`config.mk`:
```
export PLATFORM = sky130hd
export DESIGN_NAME = isr_sequencer
export DESIGN_NICKNAME = d
export VERILOG_FILES = /design/src/rtl/isr_sequencer.sv
export SDC_FILE = /design/constraint.sdc
export NUM_CORES = 1
export LEC_CHECK = 0
export ABC_CLOCK_PERIOD_IN_PS = 6420
export BUFFER_PORTS_ARGS = -buffer_cell sky130_fd_sc_hd__buf_2
export CAP_MARGIN = 20
export CORE_UTILIZATION = 30
export DETAILED_ROUTE_END_ITERATION = 8
export SLEW_MARGIN = 10
export SYNTH_ARGS = -nofsm -noshare
export SYNTH_HDL_FRONTEND = slang
export SYNTH_SLANG_ARGS = --single-unit
export TNS_END_PERCENT = 30
```
`constraint.sdc`:
```
create_clock -name clock -period 6.42 [get_ports clock]
set_input_delay 0.642 -clock clock [delete_from_list [all_inputs] [get_ports clock]]
set_output_delay 0.642 -clock clock [all_outputs]
set_load 0.1 [all_outputs]
```
`src/rtl/isr_sequencer.sv`:
```
// isr_sequencer: buffers 64-bit operands and drives the integer square root unit one job at a time.
// Optional remainder output out_rem is built when the macro ISR_SEQ_REM_EN is defined.
module isr_sequencer #(
  parameter int FIFO_DEPTH = 4,
  parameter int CNT_W      = 16
) (
  input  logic              clock,
  input  logic              reset,
  input  logic              in_valid,
  input  logic [63:0]       in_value,
  output logic              in_ready,
  output logic              out_valid,
  input  logic              out_ready,
  output logic [31:0]       out_root,
  output logic [63:0]       out_value,
`ifdef ISR_SEQ_REM_EN
  output logic [32:0]       out_rem,
`endif
  output logic [CNT_W-1:0]  job_count,
  output logic              isr_reset,
  output logic [63:0]       isr_value,
  input  logic [31:0]       isr_result,
  input  logic              isr_done
);

  localparam int AW = $clog2(FIFO_DEPTH);
  localparam logic [AW:0]      FULL_CNT = (AW+1)'(FIFO_DEPTH);
  localparam logic [AW:0]      CNT_ONE  = (AW+1)'(1);
  localparam logic [AW:0]      CNT_ZERO = (AW+1)'(0);
  localparam logic [AW-1:0]    PTR_ONE  = AW'(1);
  localparam logic [AW-1:0]    PTR_ZERO = AW'(0);
  localparam logic [CNT_W-1:0] JOB_ONE  = CNT_W'(1);
  localparam logic [CNT_W-1:0] JOB_ZERO = CNT_W'(0);

  typedef enum logic [1:0] {
    IDLE = 2'd0,
    LOAD = 2'd1,
    RUN  = 2'd2
  } state_t;

  state_t            state_r;
  state_t            state_next_s;
  logic [63:0]       mem_r [FIFO_DEPTH];
  logic [AW-1:0]     wr_ptr_r;
  logic [AW-1:0]     rd_ptr_r;
  logic [AW:0]       count_r;
  logic [AW:0]       count_next_s;
  logic              in_ready_r;
  logic              out_valid_r;
  logic [31:0]       out_root_r;
  logic [63:0]       out_value_r;
  logic [CNT_W-1:0]  job_count_r;
  logic              isr_reset_r;
  logic [63:0]       isr_value_r;
  logic              push_s;
  logic              pop_s;
  logic              capture_s;
  logic              accept_s;

  // Handshake decode and FIFO occupancy update.
  always_comb begin
    push_s       = in_valid && in_ready_r;
    accept_s     = out_valid_r && out_ready;
    count_next_s = count_r;
    case ({push_s, pop_s})
      2'b10:   count_next_s = count_r + CNT_ONE;
      2'b01:   count_next_s = count_r - CNT_ONE;
      default: count_next_s = count_r;
    endcase
  end

  // Job sequencing: a finished root waits in RUN until the output register can take it.
  always_comb begin
    state_next_s = state_r;
    pop_s        = 1'b0;
    capture_s    = 1'b0;
    case (state_r)
      IDLE: begin
        if (count_r != CNT_ZERO) begin
          pop_s        = 1'b1;
          state_next_s = LOAD;
        end else begin
          state_next_s = IDLE;
        end
      end
      LOAD: state_next_s = RUN;
      RUN: begin
        if (isr_done && (!out_valid_r || out_ready)) begin
          capture_s    = 1'b1;
          state_next_s = IDLE;
        end else begin
          state_next_s = RUN;
        end
      end
      default: state_next_s = IDLE;
    endcase
  end

  // State register.
  always_ff @(posedge clock) begin
    if (reset) begin
      state_r <= IDLE;
    end else begin
      state_r <= state_next_s;
    end
  end

  // Operand storage; contents are don't-care until written, pointers define validity.
  always_ff @(posedge clock) begin
    if (push_s) begin
      mem_r[wr_ptr_r] <= in_value;
    end
  end

  // FIFO pointers, occupancy and registered ready.
  always_ff @(posedge clock) begin
    if (reset) begin
      wr_ptr_r   <= PTR_ZERO;
      rd_ptr_r   <= PTR_ZERO;
      count_r    <= CNT_ZERO;
      in_ready_r <= 1'b0;
    end else begin
      if (push_s) begin
        wr_ptr_r <= wr_ptr_r + PTR_ONE;
      end
      if (pop_s) begin
        rd_ptr_r <= rd_ptr_r + PTR_ONE;
      end
      count_r    <= count_next_s;
      in_ready_r <= (count_next_s != FULL_CNT);
    end
  end

  // ISR drive and result register.
  always_ff @(posedge clock) begin
    if (reset) begin
      isr_reset_r <= 1'b1;
      isr_value_r <= 64'd0;
      out_valid_r <= 1'b0;
      out_root_r  <= 32'd0;
      out_value_r <= 64'd0;
      job_count_r <= JOB_ZERO;
    end else begin
      isr_reset_r <= (state_next_s != RUN);
      if (pop_s) begin
        isr_value_r <= mem_r[rd_ptr_r];
      end
      if (capture_s) begin
        out_root_r  <= isr_result;
        out_value_r <= isr_value_r;
        out_valid_r <= 1'b1;
      end else if (accept_s) begin
        out_valid_r <= 1'b0;
      end
      if (accept_s) begin
        job_count_r <= job_count_r + JOB_ONE;
      end
    end
  end

`ifdef ISR_SEQ_REM_EN
  // The remainder is at most 2*root, so the low 33 bits of the difference are exact.
  logic [32:0] square_s;
  logic [32:0] out_rem_r;
  assign square_s = {1'b0, isr_result} * {1'b0, isr_result};

  // Remainder captured together with the root.
  always_ff @(posedge clock) begin
    if (reset) begin
      out_rem_r <= 33'd0;
    end else if (capture_s) begin
      out_rem_r <= isr_value_r[32:0] - square_s;
    end
  end
  assign out_rem = out_rem_r;
`endif

  assign in_ready  = in_ready_r;
  assign out_valid = out_valid_r;
  assign out_root  = out_root_r;
  assign out_value = out_value_r;
  assign job_count = job_count_r;
  assign isr_reset = isr_reset_r;
  assign isr_value = isr_value_r;

endmodule

```
# After elaboration in Yosys (flattened, before gate mapping)
# Memory sizes are Yosys's and may differ from the RTL's. A register that Yosys moved wholly into a read port is not among the register bits.
# Cells that the tools add are included.
[op_classes]
reduce_logical = 8
shift = 0
magnitude_cmp = 0
n_div = 0
n_eq_ne = 6
bitwise_logic = 0
multipliers = 0
muxes = 12
addsub = 5
[op_table]
columns = ["cell", "n"]
rows = [
  ["$add A16 B1 Y16 const B", 1],
  ["$mux W1", 9],
  ["$pmux W2 S3", 1],
  ["$pmux W3 S2", 1],
  ["$add A2 B1 Y2 const B", 2],
  ["$eq A2 B1 Y1 const B", 2],
  ["$eq A2 B2 Y1 const B", 2],
  ["$add A3 B1 Y3 const B", 1],
  ["$logic_and A1 B1 Y1", 3],
  ["$ne A3 B3 Y1 const B", 1],
  ["$reduce_bool A3 Y1", 1],
  ["$sub A3 B1 Y3 const B", 1],
  ["$logic_not A2 Y1", 1],
  ["$mux W2", 1],
  ["$ne A2 B2 Y1 const B", 1],
  ["$reduce_bool A2 Y1", 1],
  ["$logic_not A1 Y1", 1],
  ["$logic_or A1 B1 Y1", 1],
]
[word_totals]
mem_count = 1
ff_bits = 124
rom_bits = 0
latch_bits = 0
word_cells = 42
ramBits = 256
output_inout_bits = 179
[memory_table]
columns = ["memory", "words", "width", "read_ports", "rd_ports_with_merged_regs", "wr", "line_no", "rtl"]
rows = [
  ["mem_r", 4, 64, 1, 1, 1, "43", "logic [63:0] mem_r [FIFO_DEPTH];"],
]

# Depth between registers and ports, before layout
# Gate-level depths: netlist of the first run.
[depth]
depth_word = 6
depth_mapped = 11
depth_no_buf = 10

# Least setup slack after synthesis of the first run
# OpenSTA, ideal clock, no wires.
[synth_timing]
path_type = "register -> register"
startpoint = "register in_ready_r (netlist: in_ready)"
endpoint = "memory mem_r[0][0] (enable)"
arrival_ps = 2693
path_buffers = 0
stages_incl_launch_ff = 2
setup_slack_ps = 3298
required_ps = 5991
path_cell_list = "dfxtp_1 -> and3_1"
[synth_between]
elab_chain_cells = 3
[synth_rtl]
columns = ["item", "line_no", "rtl"]
rows = [
  ["start, declared", "48", "logic in_ready_r;"],
  ["start signal, assigned", "130", "in_ready_r <= (count_next_s != FULL_CNT);"],
  ["$logic_and A1 B1 Y1", "62", "push_s = in_valid && in_ready_r;"],
  ["$mux W1", "110", "if (push_s) begin"],
  ["$mux W1 (implied by the code)", "111", "mem_r[wr_ptr_r] <= in_value;"],
  ["end, declared", "43", ""],
]
# No other way between the ends.

# Worst setup path after layout of the first run
[layout_timing]
startpoint = "register count_r[0]"
endpoint = "register in_ready_r (netlist: in_ready)"
[layout_between]
elab_chain_cells = 6
[layout_rtl]
columns = ["item", "line_no", "rtl"]
rows = [
  ["start, declared", "46", "logic [AW:0] count_r;"],
  ["start signal, assigned", "129", "count_r <= count_next_s;"],
  ["$reduce_bool A3 Y1", "79", "if (count_r != CNT_ZERO) begin"],
  ["$mux W1", "79", ""],
  ["$mux W1", "77", "case (state_r)"],
  ["$eq A2 B1 Y1 or $eq A2 B2 Y1 (tied branches)", "65", "case ({push_s, pop_s})"],
  ["$pmux W3 S2 (*)", "65", ""],
  ["$ne A3 B3 Y1 (*)", "130", ""],
]
# Mark *: on every way between the ends. The rest lies on a longest branch, timed or not.
# A chain may end at the register's enable or synchronous reset.

==> qor.txt, run 1 <==
CTS tree -> built
fin cells -> 2172
Yosys cell types -> 37
Avg Cell Area, Syn -> 13.6 um^2
drt first-iter violations -> 445
Synth Instances -> 1172
Port Buffer Count -> 279
Max Used Layer -> met5
commonest cells after routing, fill and taps aside -> 330 x nand2_1, 278 x buf_2, 256 x edfxtp_1
metal3 WL -> 2.71 mm
Tcrit/Tclk final -> 44.2%
Die H -> 233 um
# DRC -> 0
reg2reg start -> count_r[0]$_SDFF_PP0_
Bufs on Longest Clock Path -> 3
crit path DAT -> 3.37 ns
post-route setup slack -> 3.58 ns
Least-Margin Pin Slew -> 1.07 ns
first-pass GRT wire length -> 58.6 mm
FF+latch count, synth -> 444
pins over their slew limit -> 0
TNS Setup -> 0 ns
Comb pwr share -> 31.2%
M1 WL -> 17.5 mm
type of the tightest min-delay check -> input pin to flop
post-synthesis sequential area ratio -> 71.7%
metal2 WL -> 18.4 mm
global route total overflow -> 0
layout cell share with drive strength beyond 1 -> 30.2%
CP Launch Point -> count_r[0]$_SDFF_PP0_
Worst Path Max Fanout -> 66
WL final -> 39.6 mm
Num CTS Buffers -> 49
die area -> 0.0541 mm^2
worst path cell trace -> nor3_1 > or3_4 > clkinv_2 > ha_1 > inv_1 > fa_1 > nor2b_1 > mux2i_1 > o21ba_2
Place WS -> 3.53 ns
Synth Cell Area -> 0.0160 mm^2
Critical Path RT -> 6.95 ns
Layout Skew -> 0.0119 ns
Yosys Warn Count -> 0
dpl cells -> 2079
Final HPWL DP -> 22.9 mm
Finish-stage setup viols -> 0
Root Buffer -> clkbuf_16
Avg WL per Cell -> 18.2 um
critical path launch point type -> flop
Vias -> 9996
Post-CTS Setup Repair Bufs -> 0
Max VDD drop -> 0.341 mV
hold path start -> in_value[27]
Slowest-stage cell, CP -> or3_4
Worst slew margin -> 28.9%
maximum operating frequency -> 352 MHz
Initial Util -> 30.4%
Hold-fix buffers, CTS -> 0
sequential share of power -> 37.5%
CORE AREA -> 0.0526 mm^2
Setup CP Type -> flop to flop
crit-path max cell delay -> 0.83 ns
Reg clk slew, reported paths -> 0.06 ns
clock sinks -> 444
Cell Rows -> 84
Sw Share -> 39.2%
P_leak -> 7.16 nW
initial antenna violation count -> 5
final hold viol count -> 0
DR pass1 iterations -> 5
critical path endpoint category -> flop
GRT Total Usage -> 14.5%
Synth-to-Final Area Change -> 23.9%
largest net degree at the start of global routing -> 79
Max-Cap Viols -> 0
vias in the first global route -> 9601
Period minus WS final -> 2.84 ns
internal power -> 0.00590 W
Post-CTS Resized -> 0
Antenna Nets Post-Route -> 0
clock network power share -> 31.2%
I/O pin cnt -> 280
most common cell after layout, fill and taps aside -> nand2_1
Die X -> 233 um
sw power -> 0.00379 W
status -> finished, final reports clean
H-tree depth -> 2
pwr/cell area -> 490 mW/mm^2
RSZ-0062 raised after global routing -> false
Vias/cell -> 4.60
syn nets -> 1280
GP Congestion -> 0.739
Clk Latency, worst-skew pair -> 0.58 ns
final-stage net count -> 1550
==> worst paths after layout <==
path / cells past startpoint / endpoint / slack, ns
min reg2reg: 2 / out_root[13]$_SDFFE_PP0P_ / 0.45
max reg2reg: 9 / in_ready$_SDFF_PP0_ / 3.58
max: 9 / in_ready$_SDFF_PP0_ / 3.58
min: 1 / mem_r[3][27]$_DFFE_PP_ / 0.27
==> per-layer routing <==
layer,up-vias,track usage (%)
li1,4740,-
met1,4894,18.7
met2,290,23.6
met3,62,3.75
met4,10,4.72
met5,-,0
==> stage by stage <==
stage | utilization, % | hold slack [ns] | area, um^2 | total power (W)
finish | 37.6 | 0.271 | 19800 | 0.00969
global route | 37.6 | 0.240 | 19800 | 0.0101
CTS | 37.6 | 0.233 | 19800 | 0.00985
detailed placement | 34.3 | 0.444 | 18000 | 0.00679
global placement | 34.3 | 0.438 | 18000 | 0.00674
floorplan | - | 0.469 | 16000 | 0.00611
==> state kept, by name, summed over array words and instances, names as in the netlist, 2 cells and up <==
signal,cells
mem_r,256
isr_value,64
wr_ptr_r,2
out_root,32
out_value,64
rd_ptr_r,2
job_count,16
state_r,2
count_r,3
==> critical path: cells and delay by family, from the launching register on <==
family          cells  cell delay [ns]
compound gates      1             0.13
fa+ha+maj           2             0.64
mux                 1             0.14
flops               1             0.35
simple gates        3             1.23
buf+inv             2             0.22
==> synthesized netlist by cell type (all sizes together) <==
master  number  area (um^2)
or4b         1         10.0
xor2         9         78.8
o21ba        1         10.0
inv          7         26.3
nand3        7         35.0
nor2b        4         25.0
o21ai        2         10.0
nand2b       1         6.26
ha           6         75.1
nor3         4         20.0
edfxtp     256         7690
nand2      330         1240
a21oi      168          841
clkbuf      34          128
or2          1         6.26
or3          3         18.8
o41ai        1         8.76
and3         6         38.8
and4         3         28.8
dfxtp      188         3760
mux2i        1         10.0
fa           1         20.0
nor4b        1         8.76
nor2        20         75.1
o31ai        1         7.51
or4          1         7.51
buf         37          213
mux4        64         1440
nor4         1         6.26
xnor2        8         70.1
nand4        5         46.3
==> logic make-up (layout without fill, tap and decap cells) <==
| kind of cell | Yosys count | after routing | synth area share [%] |
|---|---|---|---|
| adder cells (fa/ha/maj) | 7 | 7 | 0.596 |
| flip-flops | 444 | 444 | 71.7 |
| AO/OA/AOI/OAI | 173 | 173 | 5.50 |
| buffers and inverters | 78 | 389 | 2.30 |
| other | 0 | 1 | 0 |
| AND/OR/NAND/NOR | 388 | 388 | 9.85 |
| multiplexers | 65 | 65 | 9.09 |
| XOR/XNOR | 17 | 17 | 0.933 |
==> final cells by class <==
type                       instances  area [um^2]
sequential                       444        11500
clock buffer                      67         1390
inverter                           7         27.5
timing repair buffer             290         1490
fill                            5070        32800
tap                              688          861
multi-input combinational        650         4190
clock inverter                    25          374
antenna                            1         2.50
==> power groups by stage <==
stage,Clock [W],Combinational (W),Sequential (W)
finish,0.00303,0.00303,0.00364
global route,0.00322,0.00323,0.00368
CTS,0.00311,0.00309,0.00365
detailed placement,0,0.00308,0.00371
global placement,0,0.00305,0.00369
floorplan,0,0.00109,0.00502
Note: power is estimated with default switching activity, not from simulation.
==> inputs of run 2 (changes only) <==
--- a/config.mk
+++ b/config.mk
@@ -5,7 +5,8 @@
 export SDC_FILE = /design/constraint.sdc
 export NUM_CORES = 1
 export LEC_CHECK = 0
-export ABC_CLOCK_PERIOD_IN_PS = 6420
+export ABC_AREA = 1
+export ABC_CLOCK_PERIOD_IN_PS = 2940
 export BUFFER_PORTS_ARGS = -buffer_cell sky130_fd_sc_hd__buf_2
 export CAP_MARGIN = 20
 export CORE_UTILIZATION = 30
==> constraint.sdc (replaced) <==
create_clock -name clock -period 2.94 [get_ports clock]
set_input_delay 0.294 -clock clock [delete_from_list [all_inputs] [get_ports clock]]
set_output_delay 0.294 -clock clock [all_outputs]
set_load 0.1 [all_outputs]
==> run 2 against run 1 <==
Worst setup slack worse by 2.6 ns. Count of clock-buffer cells in the layout down 2. Synthesized cell count up 29%. Maximum frequency up 44%. Critical endpoint unchanged. Routed wire length up 7.6%. Total power up 150%. Register-to-register slack worse by 2.6 ns. Sequential share of layout area down 3.6 points. Die area up 4.1%.
==> qor.txt, run 2 <==
Critical Path RT -> 3.40 ns
Die X -> 237 um
Post-synth EDFFs -> 256
layout cell share with drive strength beyond 1 -> 22.5%
fin cells -> 2593
placed cell areas -> 0.0186 mm^2
Die H -> 237 um
die area -> 0.0564 mm^2
Synth Instances -> 1508
initial antenna violation count -> 5
Worst slew margin -> 35.2%
Num CTS Buffers -> 48
syn nets -> 1616
Synth Cell Area -> 0.0166 mm^2
top-area cell type share of the netlist area -> 46.2%
I/O pin cnt -> 280
Yosys cell types -> 36
commonest cells after routing, fill and taps aside -> 279 x buf_2, 271 x nor2_1, 256 x edfxtp_1
Async S/R FF share, synth -> 0%
first-pass GRT wire length -> 65.0 mm
crit path DAT -> 2.43 ns
Initial Util -> 30.7%
Vias/cell -> 4.65
Period minus WS final -> 1.97 ns
Least-Margin Pin Slew -> 0.972 ns
final-stage net count -> 1962
Antenna Nets Post-Route -> 0
top post-synthesis cells by area -> edfxtp_1 46%, dfxtp_1 23%, nor2_1 6.2%, o21ai_0 5.7%, a21oi_1 3.3%
Cell Rows -> 85
clock sinks -> 444
Worst Path Max Fanout -> 9
final hold viol count -> 0
Yosys Warn Count -> 0
CORE AREA -> 0.0542 mm^2
P_leak -> 8.01 nW
RSZ-0062 raised after global routing -> false
DR pass1 iterations -> 4
Final HPWL DP -> 24.9 mm
CTS tree -> built
top post-synthesis cells by count -> 275 x nor2_1, 256 x edfxtp_1, 190 x o21ai_0, 188 x dfxtp_1, 125 x inv_1
Avg Cell Area, Syn -> 11.0 um^2
Avg WL per Cell -> 16.4 um
Clk Latency, worst-skew pair -> 0.58 ns
max reg flops -> 256
crit-path max cell delay -> 0.38 ns
GP Congestion -> 0.805
Finish-stage setup viols -> 0
Setup CP Type -> flop to flop
GRT Total Usage -> 14.8%
Vias -> 12100
ys flop type -> edfxtp_1
largest net degree at the start of global routing -> 92
Max VDD drop -> 1.03 mV
critical path launch point type -> flop
pwr/cell area -> 1130 mW/mm^2
Yosys top cell by area -> edfxtp_1
pins over their slew limit -> 0
worst path cell trace -> nand2_1 > ha_1 > inv_1 > fa_1 > inv_1 > nand2_1 > nand3_1 > xor2_1 > a21oi_1
TNS Setup -> 0 ns
Post-CTS Resized -> 0
top-count cell post-synth -> nor2_1
Reg clk slew, reported paths -> 0.06 ns
Root Buffer -> clkbuf_16
vias in the first global route -> 11500
final core occ -> 38.9%
Max-Cap Viols -> 0
drt first-iter violations -> 512
post-route cell area -> 0.0211 mm^2
Layout Skew -> 0.0190 ns
Slowest-stage cell, CP -> nand2_1
Largest Register -> mem_r
WL final -> 42.6 mm
maximum operating frequency -> 507 MHz
Tcrit/Tclk final -> 67.1%
# DRC -> 0
dpl cells -> 2408
post-synthesis sequential area ratio -> 68.9%
FF+latch count, synth -> 444
global route total overflow -> 0
most common cell after layout, fill and taps aside -> buf_2
Synth-to-Final Area Change -> 27.0%
critical path endpoint category -> flop
H-tree depth -> 2
type of the tightest min-delay check -> input pin to flop
Bufs on Longest Clock Path -> 3
status -> finished, final reports clean
Port Buffer Count -> 279
==> run 2: changes by cell type after synthesis, moves of 20 or more <==
cell	before	now
o21ai_1	0	106
o22ai_1	0	64
a21oi_1	168	109
inv_1	6	125
nor2_2	0	20
o21ai_0	2	190
nand2_1	330	31
mux4_2	64	0
nor2_1	20	275
==> run 2: cell families (layout without fill, tap and decap cells) <==
| family | count (synthesis) | in the layout | synth area share (%) |
|---|---|---|---|
| buffers and inverters | 233 | 619 | 6.99 |
| XOR/XNOR | 5 | 5 | 0.263 |
| AO/OA/AOI/OAI | 474 | 474 | 14.8 |
| AND/OR/NAND/NOR | 345 | 345 | 8.44 |
| other | 0 | 3 | 0 |
| adder cells (fa/ha/maj) | 7 | 7 | 0.572 |
| flip-flops | 444 | 444 | 68.9 |
==> run 2: worst paths after layout <==
kind                                                 start                         end  slack [ns]  cells after the start
worst min-delay path                        isr_result[16]   out_root[16]$_SDFFE_PP0P_        0.03                      3
worst max-delay path                   in_ready$_SDFF_PP0_         in_ready$_SDFF_PP0_        0.97                      9
worst max register to register         in_ready$_SDFF_PP0_         in_ready$_SDFF_PP0_        0.97                      9
worst min register to register  out_value[46]$_SDFFE_PP0P_  out_value[46]$_SDFFE_PP0P_        0.44                      2
==> run 2: metal layers <==
metal / part of all wire [%] / GRT usage (%) / vias up
li1: - / - / 5918
met3: 5.4 / 2.82 / 78
met2: 47 / 24.6 / 318
met1: 45 / 19.1 / 5751
met5: 0.073 / 0 / -
met4: 2.7 / 5.65 / 4
==> run 2: final cells by class <==
cell class	count	area [um^2]
Clock inverter	25	203
Sequential cell	444	11500
Fill cell	5319	33100
Clock buffer	65	1400
Antenna cell	3	7.51
Inverter	136	518
Multi-Input combinational cell	831	4050
Timing Repair Buffer	393	2590
Tap cell	696	871
==> run 2: stage by stage <==
stage          hold slack [ns]  total power (W)  setup WS [ns]
2_1_floorplan            0.378           0.0161         -0.600
3_5_place_dp             0.433           0.0179          0.855
5_1_grt                 0.0251           0.0250          0.803
4_1_cts               0.000765           0.0241          0.959
3_3_place_gp             0.428           0.0178          0.825
6_report                0.0328           0.0238          0.966
==> run 2: timing repair <==
| action | in CTS | in global routing |
|---|---|---|
| setup buffers | 0 | 0 |
| hold endpoints to repair | 284 | 0 |
| hold buffers | 92 | 0 |
==> run 2: power by group <==
| group | total (W) | internal, W | switching [W] |
|---|---|---|---|
| Clock | 0.00603 | 0.00353 | 0.00249 |
| Combinational | 0.00954 | 0.00175 | 0.00778 |
| Sequential | 0.00826 | 0.00757 | 0.000687 |
| Total | 0.0238 | 0.0129 | 0.0110 |
==> run 2: worst max-delay path: cells and delay by family, from the launching register on <==
| family | cells | cell delay [ns] |
|---|---|---|
| AO/OA/AOI/OAI | 1 | 0.09 |
| XOR/XNOR | 1 | 0.19 |
| adder cells (fa/ha/maj) | 2 | 0.63 |
| buffers and inverters | 2 | 0.14 |
| flip-flops | 1 | 0.30 |
| AND/OR/NAND/NOR | 3 | 0.49 |
